==> config.mk <==
export PLATFORM = sky130hd
export DESIGN_NAME = ps2_host_tx
export DESIGN_NICKNAME = d
export VERILOG_FILES = /design/src/rtl/ps2_tx_pkg.sv /design/src/rtl/ps2_host_tx_line_sync.sv /design/src/rtl/ps2_host_tx.sv
export SDC_FILE = /design/constraint.sdc
export NUM_CORES = 1
export LEC_CHECK = 0
export CORE_MARGIN = 1
export CORE_UTILIZATION = 45
export CTS_CLUSTER_SIZE = 16
export DETAILED_ROUTE_END_ITERATION = 12
export GPL_ROUTABILITY_DRIVEN = 0
export SYNTH_ARGS = -nofsm -noshare
export SYNTH_HDL_FRONTEND = slang
export SYNTH_SLANG_ARGS = --single-unit
==> constraint.sdc <==
create_clock -name clock -period 5.3 [get_ports clock]
set_clock_uncertainty 0.05 [all_clocks]
set_input_delay 1.06 -clock clock [delete_from_list [all_inputs] [get_ports clock]]
set_output_delay 1.06 -clock clock [all_outputs]
set_load 0.01 [all_outputs]
==> src/rtl/ps2_tx_pkg.sv <==
// Shared types and constants for the PS/2 host transmit path.
// Also holds the byte-level command encodings used by callers.
package ps2_tx_pkg;

  typedef enum logic [2:0] {
    IDLE,
    INHIBIT,
    START,
    SHIFT,
    RELEASE
  } ps2_tx_state_e;

  localparam logic [7:0] PS2_CMD_SET_LEDS = 8'hED;
  localparam logic [7:0] PS2_CMD_RESET    = 8'hFF;
  localparam logic [7:0] PS2_CMD_ENABLE   = 8'hF4;
  localparam logic [7:0] PS2_RSP_ACK      = 8'hFA;

  function automatic logic odd_parity(input logic [7:0] b);
    return ~^b;
  endfunction

endpackage

==> src/rtl/ps2_host_tx_line_sync.sv <==
// Two-flop synchronizer for one raw PS/2 line.
// A third flop keeps the previous synced level for fall detection.
module ps2_line_sync (
  input  logic clock,
  input  logic reset,
  input  logic line_i,
  output logic sync_o,
  output logic fall_o
);

  logic [2:0] sh_q;

  always_ff @(posedge clock) begin
    if (reset) begin
      sh_q <= 3'b111;
    end else begin
      sh_q <= {sh_q[1:0], line_i};
    end
  end

  assign sync_o = sh_q[1];
  assign fall_o = sh_q[2] & ~sh_q[1];

endmodule

==> src/rtl/ps2_host_tx.sv <==
// Host-to-device PS/2 command transmitter.
// Request-to-send, 11 device-clocked bits, ACK sample, line release.
module ps2_host_tx
  import ps2_tx_pkg::*;
#(
  parameter int INHIBIT_CYCLES = 6000,
  parameter int TIMEOUT_CYCLES = 750000,
  parameter int CNT_W          = 20
) (
  input  logic       clock,
  input  logic       reset,
  input  logic [7:0] cmd_data,
  input  logic       cmd_valid,
  output logic       cmd_ready,
  input  logic       ps2_clock_in,
  input  logic       ps2_data_in,
  output logic       ps2_clock_oe,
  output logic       ps2_data_oe,
  output logic       tx_active,
  output logic       done,
  output logic       ack_ok,
  output logic       error
);

  localparam logic [CNT_W-1:0] INH_LAST =
    CNT_W'(INHIBIT_CYCLES - 1);
  localparam logic [CNT_W-1:0] TO_LAST =
    CNT_W'(TIMEOUT_CYCLES - 1);

  ps2_tx_state_e    state_q, state_d;
  logic [CNT_W-1:0] cnt_q, cnt_d;
  logic [3:0]       bit_q, bit_d;
  logic [7:0]       byte_q, byte_d;
  logic             par_q, par_d;
  logic             nak_q, nak_d;
  logic             clk_oe_q, clk_oe_d;
  logic             dat_oe_q, dat_oe_d;
  logic             done_q, done_d;
  logic             ack_q, ack_d;
  logic             err_q, err_d;

  logic clk_sync, clk_fall;
  logic dat_sync, dat_fall_unused;

  ps2_line_sync u_clk_sync (
    .clock  (clock),
    .reset  (reset),
    .line_i (ps2_clock_in),
    .sync_o (clk_sync),
    .fall_o (clk_fall)
  );

  ps2_line_sync u_dat_sync (
    .clock  (clock),
    .reset  (reset),
    .line_i (ps2_data_in),
    .sync_o (dat_sync),
    .fall_o (dat_fall_unused)
  );

  always_ff @(posedge clock) begin
    if (reset) begin
      state_q  <= IDLE;
      cnt_q    <= '0;
      bit_q    <= '0;
      byte_q   <= '0;
      par_q    <= 1'b0;
      nak_q    <= 1'b0;
      clk_oe_q <= 1'b0;
      dat_oe_q <= 1'b0;
      done_q   <= 1'b0;
      ack_q    <= 1'b0;
      err_q    <= 1'b0;
    end else begin
      state_q  <= state_d;
      cnt_q    <= cnt_d;
      bit_q    <= bit_d;
      byte_q   <= byte_d;
      par_q    <= par_d;
      nak_q    <= nak_d;
      clk_oe_q <= clk_oe_d;
      dat_oe_q <= dat_oe_d;
      done_q   <= done_d;
      ack_q    <= ack_d;
      err_q    <= err_d;
    end
  end

  always_comb begin
    state_d  = state_q;
    cnt_d    = cnt_q + CNT_W'(1);
    bit_d    = bit_q;
    byte_d   = byte_q;
    par_d    = par_q;
    nak_d    = nak_q;
    clk_oe_d = clk_oe_q;
    dat_oe_d = dat_oe_q;
    done_d   = 1'b0;
    ack_d    = ack_q;
    err_d    = err_q;

    unique case (state_q)
      IDLE: begin
        clk_oe_d = 1'b0;
        dat_oe_d = 1'b0;
        cnt_d    = '0;
        if (cmd_valid) begin
          state_d  = INHIBIT;
          byte_d   = cmd_data;
          par_d    = odd_parity(cmd_data);
          bit_d    = '0;
          clk_oe_d = 1'b1;
        end
      end
      INHIBIT: begin
        if (cnt_q == INH_LAST) begin
          state_d  = START;
          cnt_d    = '0;
          clk_oe_d = 1'b0;
          dat_oe_d = 1'b1;
        end
      end
      START: begin
        if (clk_fall) begin
          state_d  = SHIFT;
          cnt_d    = '0;
          bit_d    = 4'd1;
          dat_oe_d = ~byte_q[0];
        end else if (cnt_q == TO_LAST) begin
          state_d  = IDLE;
          clk_oe_d = 1'b0;
          dat_oe_d = 1'b0;
          done_d   = 1'b1;
          ack_d    = 1'b0;
          err_d    = 1'b1;
        end
      end
      SHIFT: begin
        if (clk_fall) begin
          cnt_d = '0;
          bit_d = bit_q + 4'd1;
          // bit_q is the count of edges already handled
          unique case (1'b1)
            (bit_q < 4'd8): dat_oe_d = ~byte_q[bit_q[2:0]];
            (bit_q == 4'd8): dat_oe_d = ~par_q;
            (bit_q == 4'd9): dat_oe_d = 1'b0;
            default: begin
              nak_d    = dat_sync;
              state_d  = RELEASE;
              bit_d    = '0;
              clk_oe_d = 1'b0;
              dat_oe_d = 1'b0;
            end
          endcase
        end else if (cnt_q == TO_LAST) begin
          state_d  = IDLE;
          clk_oe_d = 1'b0;
          dat_oe_d = 1'b0;
          done_d   = 1'b1;
          ack_d    = 1'b0;
          err_d    = 1'b1;
        end
      end
      RELEASE: begin
        if (clk_sync && dat_sync) begin
          state_d = IDLE;
          done_d  = 1'b1;
          ack_d   = ~nak_q;
          err_d   = nak_q;
        end else if (cnt_q == TO_LAST) begin
          state_d = IDLE;
          done_d  = 1'b1;
          ack_d   = 1'b0;
          err_d   = 1'b1;
        end
      end
      default: begin
        state_d  = IDLE;
        clk_oe_d = 1'b0;
        dat_oe_d = 1'b0;
      end
    endcase
  end

  assign cmd_ready    = (state_q == IDLE);
  assign tx_active    = (state_q != IDLE);
  assign ps2_clock_oe = clk_oe_q;
  assign ps2_data_oe  = dat_oe_q;
  assign done         = done_q;
  assign ack_ok       = ack_q;
  assign error        = err_q;

endmodule

==> results.yml, run 1 <==
clock_tree:
  holdBufCountCts: 0
  clk_pin_slew_ns: 0.08
  cts_made_buffers: 5
  root_buffer: "clkbuf_8"
  htreeDepth: 2
  cts.path.max_buffers: 2
  post-cts-setup-buffers: 0
  cts_resized: 0
  cts_tree: "built"
  clock_latency_ns: 0.30
  clkSinkCount: 47
yosys:
  synthArstFlopShare: 0
  avgSynthCellArea_um2: 8.52
  syn_inst: 266
  synth_area_mm2: 0.00227
  ys.flop_type: "dfxtp_1"
  synth.area.top_cells: "dfxtp_1, nand2_1, nor2_1, xnor2_1, xor2_1"
  syn_nets: 283
  synth_edf_count: 0
  ys_seq_area_frac: 0.415
  synth_top_area_share: 0.415
  synth_warnings: 0
  synth_seq_cells: 47
  yosysTopAreaCell: "dfxtp_1"
  synth_cell_types: 49
timing:
  post-route-min-period_ns: 2.85
  maxSlewViolCount: 0
  rsz0062_at_grt: "no"
  tns_ns: 0
  worstMarginPinSlew_ns: 1.01
  whs_ns: 0.364
  setup_viol: 0
  worst_slack_ns: 2.45
  max_freq_ghz: 0.351
  slew-limit-headroom: 0.323
  finalHoldViolations: 0
  fin_crit_sh: 0.537
global_routing:
  grt_max_degree: 30
  first_global_vias: 1644
  grt_remaining_overflow: 0
  track_usage: 0.182
  antenna_found_initial: 0
  grt_pass1_wl_mm: 7.58
detailed_routing:
  first_iter_violations: 75
  drt-vias-per-instance: 5.19
  wl_mm: 4.36
  drc_errors: 0
  wire_per_inst_um: 12.4
  drtAntennaViolNets: 0
  num_vias: 1816
  drt_first_pass_iters: 4
die:
  start_util: 0.473
  core-area_mm2: 0.00479
  io_pins: 20
  dieArea_mm2: 0.00532
  die_w_um: 73.0
  die_h_um: 73.0
  rows: 25
placed_design:
  dp_slack_ns: 2.28
  portBuffers: 19
  place_hpwl_mm: 3.14
  dp.cells: 342
worst_setup_path:
  cp_max_fo: 14
  critPathKind: "reg -> out"
  crit_arrival_ns: 1.74
  critPathSlowestCell: "clkdlybuf4s50_1"
  path_buf_inv: 1
  critPathTopFamily: "buffers and inverters"
  worst_setup_path_start_kind: "flop"
  required_ns: 4.19
  cp_cell_sequence: "nor3_1 > clkdlybuf4s50_1"
  critPathCaptureType: "primary output"
  critPathMaxStageDelay_ns: 0.61
power:
  power.leakage_nw: 0.909
  p_per_area_mw_per_mm2: 267
  peakVddDrop_v: 0.000153
layout:
  drive_above_1_share: 0.0813
  antennaDiodeCount: 0
  nets: 299
  final_cell_count_no_fill: 350
  syn_to_final_growth_pct: 15.1
worst_hold_path:
  min_path_type: "reg -> reg"
outcome:
  status: "completed"
job:
  max_cap_violations: 0
[placed cells by master (no fill, tap or decap), types with 4 or more instances in the layout]
cell / netlist / final
nor4_1: 6 / 6
clkbuf_8: 0 / 6
ha_1: 4 / 4
inv_1: 6 / 6
nor3_1: 5 / 5
clkdlybuf4s50_1: 0 / 19
xnor2_1: 14 / 14
nand3_1: 12 / 12
nand2_1: 34 / 34
or2_2: 5 / 5
dfxtp_1: 47 / 47
and3_1: 5 / 5
a21oi_1: 16 / 16
nand2b_1: 7 / 7
xor2_1: 12 / 12
nor2_1: 33 / 33
nor2b_1: 5 / 5
o21ai_0: 4 / 4
[worst register-to-register path, stage by stage, from the launching register on]
cell and delay [ns]:
dfxtp_1 0.34, or4_4 0.55, nor4_1 0.51, a211o_2 0.26, a21o_2 0.35, nor2_1 0.09
[sequential cells by signal, summed over array words and instances (netlist names)]
| name | flops |
|---|---|
| cnt_q | 20 |
| byte_q | 8 |
| bit_q | 4 |
| state_q | 3 |
| u_clk_sync.sh_q | 3 |
| u_dat_sync.sh_q | 2 |
| ack_ok | 1 |
| done | 1 |
| error | 1 |
| nak_q | 1 |
| par_q | 1 |
| ps2_clock_oe | 1 |
| ps2_data_oe | 1 |
[stage by stage]
step           utilization  area (um2)  total power [mW]
2_1_floorplan            -        2270             0.415
3_5_place_dp         0.521        2490             0.437
6_report             0.545        2610             0.697
4_1_cts              0.545        2610             0.704
5_1_grt              0.545        2610             0.726
3_3_place_gp         0.521        2490             0.436
[cells by family after synthesis]
group | count (synthesis) | share of synthesized area
compound gates | 42 | 0.129
xor+xnor | 26 | 0.100
fa+ha+maj | 4 | 0.0221
buf+inv | 16 | 0.0315
flops | 47 | 0.415
mux | 3 | 0.0188
simple gates | 128 | 0.283
[layout make-up]
type                            instances  area, um2
Inverter                                6       22.5
Clock buffer                            6       82.6
Timing Repair Buffer                   19        190
Multi-Input combinational cell        203       1250
Fill cell                             472       2180
Sequential cell                        47        941
Tap cell                               67       83.8
Clock inverter                          2       35.0
[per-layer routing]
metal  track usage  wire length [um]  vias up
met4        0.0588                59        0
met5             0                 0        -
li1              -                 -      951
met1         0.264              2270      822
met2         0.271              1870       35
met3        0.0331               151        8
[cell usage after synthesis, drive strengths merged, types with 2 or more instances]
master and number:
a211oi 4, and3 5, nand4 3, or2 5, xnor2 14, o21a 2, nand2 34, dfxtp 47
nor3 5, nand2b 7, buf 2, a211o 2, nor4 6, ha 4, o211ai 3, o21ai 4
mux2i 2, nand3 12, a21oi 16, or4 3, clkbuf 8, inv 6, or3b 2, nor2b 5
nand3b 2, nor2 33, xor2 12
[power by group]
group	internal [mW]	switching, mW	total [mW]
clock	0.153	0.116	0.269
combinational	0.0305	0.0290	0.0595
sequential	0.362	0.00630	0.368
total	0.545	0.152	0.697
[final timing paths]
kind              depth (start not counted)                from            endpoint  slack, ns
setup reg to reg                          5           cnt_q[11]           cnt_q[17]       3.02
setup / recovery                          2          state_q[2]           cmd_ready       2.45
hold reg to reg                           1  u_clk_sync.sh_q[0]  u_clk_sync.sh_q[1]       0.36
hold / removal                            1  u_clk_sync.sh_q[0]  u_clk_sync.sh_q[1]       0.36
Note: power is estimated with default switching activity, not from simulation.
==> inputs of run 2 (changes only) <==
==> constraint.sdc (replaced) <==
create_clock -name clock -period 2.7 [get_ports clock]
set_clock_uncertainty 0.05 [all_clocks]
set_input_delay 0.54 -clock clock [delete_from_list [all_inputs] [get_ports clock]]
set_output_delay 0.54 -clock clock [all_outputs]
set_load 0.01 [all_outputs]
==> run 2 against run 1 <==
  * Hold slack is essentially flat
  * Critical path depth is the same
  * Non-clock buffer count grew 6
  * Combinational power grew 100%
  * Register-to-register slack lost 2.5 ns
  * Largest power group unchanged
  * Die area is the same
  * Via count grew 3.1%
  * First-iteration DRC count is the same
  * Design area grew 0.43%
  * Clock power grew 52%
  * Sequential power grew 96%
==> results.yml, run 2 (same netlist as run 1, synthesis figures left out) <==
clock_tree:
  holdBufCountCts: 0
  cts_made_buffers: 5
  clk_pin_slew_ns: 0.09
  root_buffer: "clkbuf_8"
  htreeDepth: 2
  clkSinkCount: 47
  post-cts-setup-buffers: 0
  cts_tree: "built"
  cts.path.max_buffers: 2
  cts_resized: 0
  clock_latency_ns: 0.30
outcome:
  status: "completed"
detailed_routing:
  wl_mm: 4.53
  first_iter_violations: 75
  num_vias: 1872
  drt_first_pass_iters: 4
  wire_per_inst_um: 12.7
  drc_errors: 0
  drt-vias-per-instance: 5.26
  drtAntennaViolNets: 0
layout:
  final_common_cell: "dfxtp_1"
  nets: 305
  n_fill_cell: 465
  antennaDiodeCount: 0
  syn_to_final_growth_pct: 15.6
  regMostFlops: "cnt_q"
  reg_top3: "cnt_q: 20 flops, byte_q: 8 flops, bit_q: 4 flops"
  layout_common_cells: "dfxtp_1, nand2_1, nor2_1"
  largest_reg_flops: 20
  drive_above_1_share: 0.100
timing:
  rsz0062_at_grt: "no"
  slew-limit-headroom: 0.606
  tns_ns: 0
  finalHoldViolations: 0
  worst_slack_ns: 0.384
  setup_viol: 0
  post-route-min-period_ns: 2.32
  max_freq_ghz: 0.432
  fin_crit_sh: 0.858
  maxSlewViolCount: 0
  worstMarginPinSlew_ns: 0.586
global_routing:
  grt_remaining_overflow: 0
  track_usage: 0.192
  first_global_vias: 1654
  grt_max_degree: 21
  antenna_found_initial: 0
  grt_pass1_wl_mm: 7.84
die:
  io_pins: 20
  rows: 25
  core-area_mm2: 0.00479
  die_w_um: 73.0
  die_h_um: 73.0
  dieArea_mm2: 0.00532
  start_util: 0.473
worst_setup_path:
  crit_arrival_ns: 1.73
  cp_max_fo: 11
  required_ns: 2.11
  critPathCaptureType: "primary output"
  critPathKind: "reg -> out"
  worst_setup_path_start_kind: "flop"
placed_design:
  portBuffers: 19
  dp_slack_ns: 0.265
  place_hpwl_mm: 3.31
power:
  p_per_area_mw_per_mm2: 478
  total_power_mw: 1.25
  peakVddDrop_v: 0.000265
  power.leakage_nw: 0.927
job:
  max_cap_violations: 0
worst_hold_path:
  min_path_type: "reg -> reg"
run 2: cell types whose count changed in the layout (fill, tap and decap cells not counted):
cell,delta
bufinv_16,-1
clkinv_2,+2
clkbuf_8,-1
buf_4,+6
run 2: area by class of cell:
| cell class | count | area, um2 | share of cell area |
|---|---|---|---|
| inverter | 6 | 22.5 | 0.00860 |
| tap | 67 | 83.8 | 0.0320 |
| clock inverter | 3 | 15.0 | 0.00573 |
| timing repair buffer | 25 | 235 | 0.0898 |
| multi-input combinational | 203 | 1250 | 0.479 |
| clock buffer | 5 | 68.8 | 0.0263 |
| sequential | 47 | 941 | 0.359 |
run 2: final timing paths:
| kind | slack, ns | end | depth (start not counted) | from |
|---|---|---|---|---|
| hold / removal | 0.36 | u_dat_sync.sh_q[1] | 1 | u_dat_sync.sh_q[0] |
| setup reg to reg | 0.48 | cnt_q[5] | 5 | cnt_q[11] |
| setup / recovery | 0.38 | cmd_ready | 2 | state_q[0] |
| hold reg to reg | 0.36 | u_dat_sync.sh_q[1] | 1 | u_dat_sync.sh_q[0] |
run 2: critical path, cell delays in order (launching register included):
cell	delay, ns
dfxtp_1	0.43
nor3_1	0.39
clkdlybuf4s50_1	0.61
run 2: metal layers:
layer	global-route usage	part of all wire	up-vias
met3	0.0622	0.033	2
li1	-	-	965
met1	0.279	0.53	877
met5	0	0	-
met2	0.268	0.43	28
met4	0.0610	0.0064	0
run 2: where the power goes:
group	switching (mW)	total (mW)	internal, mW
Sequential	0.0126	0.723	0.710
Combinational	0.0584	0.120	0.0615
Clock	0.232	0.409	0.178
Total	0.303	1.25	0.949
run 2: metrics by stage:
| stage | instance area [um2] | std cells | utilization | hold WS (ns) |
|---|---|---|---|---|
| after global routing | 2620 | 356 | 0.547 | 0.378 |
| after detailed placement | 2540 | 348 | 0.530 | 0.344 |
| after global placement | 2540 | 348 | 0.530 | 0.342 |
| after floorplan | 2270 | 266 | - | 0.339 |
| after CTS | 2620 | 356 | 0.547 | 0.366 |
| final | 2620 | 356 | 0.547 | 0.364 |
==> inputs of run 3 (changes only) <==
--- a/config.mk
+++ b/config.mk
@@ -6,10 +6,11 @@
 export NUM_CORES = 1
 export LEC_CHECK = 0
 export CORE_MARGIN = 1
-export CORE_UTILIZATION = 45
+export CORE_UTILIZATION = 57
 export CTS_CLUSTER_SIZE = 16
 export DETAILED_ROUTE_END_ITERATION = 12
 export GPL_ROUTABILITY_DRIVEN = 0
+export PLACE_DENSITY = 0.79
 export SYNTH_ARGS = -nofsm -noshare
 export SYNTH_HDL_FRONTEND = slang
 export SYNTH_SLANG_ARGS = --single-unit
==> run 3 against run 2 <==
  * Final cell count decreased by 5.9%
  * Routed wire length decreased by 4.2%
  * Register-to-register slack improved by 0.04 ns
  * Count of clock-buffer cells in the layout unchanged
  * Critical path depth unchanged
  * Highest routed layer unchanged
  * Sequential cell count unchanged
  * First-iteration DRC count increased by 89%
==> results.yml, run 3 (same netlist as run 1, synthesis figures left out) <==
layout:
  drive_above_1_share: 0.0941
  syn_to_final_growth_pct: 16.2
  nets: 303
  final_common_cell: "dfxtp_1"
  layout_common_cells: "dfxtp_1, nand2_1, nor2_1"
  antennaDiodeCount: 0
  final_cell_count_no_fill: 335
  largest_reg_flops: 20
  reg_top3: "cnt_q: 20 flops, byte_q: 8 flops, bit_q: 4 flops"
  utilization: 0.704
  regMostFlops: "cnt_q"
detailed_routing:
  wire_per_inst_um: 13.0
  drt_first_pass_iters: 4
  first_iter_violations: 142
  drtAntennaViolNets: 0
  wl_mm: 4.34
  drt-vias-per-instance: 5.74
  drc_errors: 0
  num_vias: 1924
worst_setup_path:
  critPathCaptureType: "primary output"
  cp_max_fo: 14
  ff2ff_setup_slack_ns: 0.52
  reg2reg_depth: 5
  worst_setup_path_start_kind: "flop"
  r2r_start: "cnt_q[11]"
  crit_arrival_ns: 1.91
  required_ns: 2.11
  critPathKind: "reg -> out"
  reg2reg_to: "cnt_q[7]"
clock_tree:
  cts_tree: "built"
  cts_made_buffers: 5
  clkSinkCount: 47
  post-cts-setup-buffers: 0
  clk_pin_slew_ns: 0.08
  cts_resized: 0
  htreeDepth: 2
  root_buffer: "clkbuf_8"
  clock_latency_ns: 0.30
  holdBufCountCts: 0
  cts.path.max_buffers: 2
global_routing:
  first_global_vias: 1666
  antenna_found_initial: 0
  grt_pass1_wl_mm: 7.48
  track_usage: 0.230
  grt_max_degree: 21
  grt_remaining_overflow: 0
power:
  p_per_area_mw_per_mm2: 551
  peakVddDrop_v: 0.000434
  p_comb_frac: 0.083
  seqPwrFrac: 0.499
  cell_internal_pwr_mw: 1.14
  p_sw_mw: 0.310
  swShare: 0.213
  power_frac_clock: 0.419
  power.leakage_nw: 0.932
placed_design:
  portBuffers: 19
  place_hpwl_mm: 3.20
  dp.cells: 327
outcome:
  status: "completed"
timing:
  slew-limit-headroom: 0.528
  setup_viol: 0
  finalHoldViolations: 0
  fin_crit_sh: 0.927
  rsz0062_at_grt: "no"
  worstMarginPinSlew_ns: 0.702
  post-route-min-period_ns: 2.50
  maxSlewViolCount: 0
  tns_ns: 0
  max_freq_ghz: 0.400
worst_hold_path:
  min_path_type: "reg -> reg"
  whs_path_depth: 1
  hold_end: "u_clk_sync.sh_q[1]"
  hold_start: "u_clk_sync.sh_q[0]"
die:
  core-area_mm2: 0.00374
  die_h_um: 65.1
  die_w_um: 65.1
  io_pins: 20
  dieArea_mm2: 0.00423
  start_util: 0.605
  rows: 22
job:
  max_cap_violations: 0
[run 3: cell types whose count changed in the layout (fill, tap and decap cells not counted)]
cell | before | now
clkinv_2 | 3 | 0
buf_4 | 6 | 4
bufinv_16 | 0 | 2
clkinvlp_4 | 0 | 1
[run 3: per-layer routing]
layer | global-route usage | part of all wire | vias to the layer above
li1 | - | - | 972
met4 | 0.0951 | 0.019 | 0
met2 | 0.335 | 0.45 | 50
met1 | 0.320 | 0.48 | 892
met3 | 0.0616 | 0.050 | 10
met5 | 0 | 0 | -
[run 3: power groups by stage]
| stage | Clock (mW) | Combinational (mW) | Sequential [mW] |
|---|---|---|---|
| global placement | 0 | 0.118 | 0.739 |
| CTS | 0.617 | 0.121 | 0.724 |
| finish | 0.607 | 0.120 | 0.723 |
| global route | 0.653 | 0.133 | 0.726 |
| detailed placement | 0 | 0.120 | 0.740 |
| floorplan | 0 | 0.0799 | 0.734 |
[run 3: layout make-up]
| class | instances | area (um2) |
|---|---|---|
| timing repair buffer | 23 | 220 |
| clock inverter | 3 | 67.6 |
| fill | 307 | 1110 |
| inverter | 6 | 22.5 |
| multi-input combinational | 203 | 1250 |
| sequential | 47 | 941 |
| clock buffer | 5 | 68.8 |
| tap | 48 | 60.1 |
[run 3: how the worst max path moves through the flow]
| stage | start | endpoint | slack [ns] | cells past startpoint |
|---|---|---|---|---|
| 6_report | state_q[2] | cmd_ready | 0.20 | 2 |
| 5_1_grt | state_q[2] | cmd_ready | 0.07 | 2 |
| 4_1_cts | state_q[2] | cmd_ready | 0.19 | 2 |
| 3_5_place_dp | cmd_valid | bit_q[3] | 0.28 | 6 |
| 3_3_place_gp | cmd_valid | bit_q[3] | 0.34 | 6 |
| 2_1_floorplan | bit_q[0] | ps2_data_oe | 0.67 | 8 |
[run 3: stage by stage]
stage,worst slack (ns),power [mW],instance area (um2),hold slack (ns)
after floorplan,0.673,0.814,2270,0.339
after global placement,0.341,0.856,2500,0.346
after detailed placement,0.281,0.860,2500,0.351
after CTS,0.195,1.46,2630,0.376
after global routing,0.0731,1.51,2630,0.398
final,0.198,1.45,2630,0.369
[run 3: critical path, stage by stage, from the launching register on]
cell	delay (ns)
dfxtp_1	0.45
nor3_1	0.52
clkdlybuf4s50_1	0.64
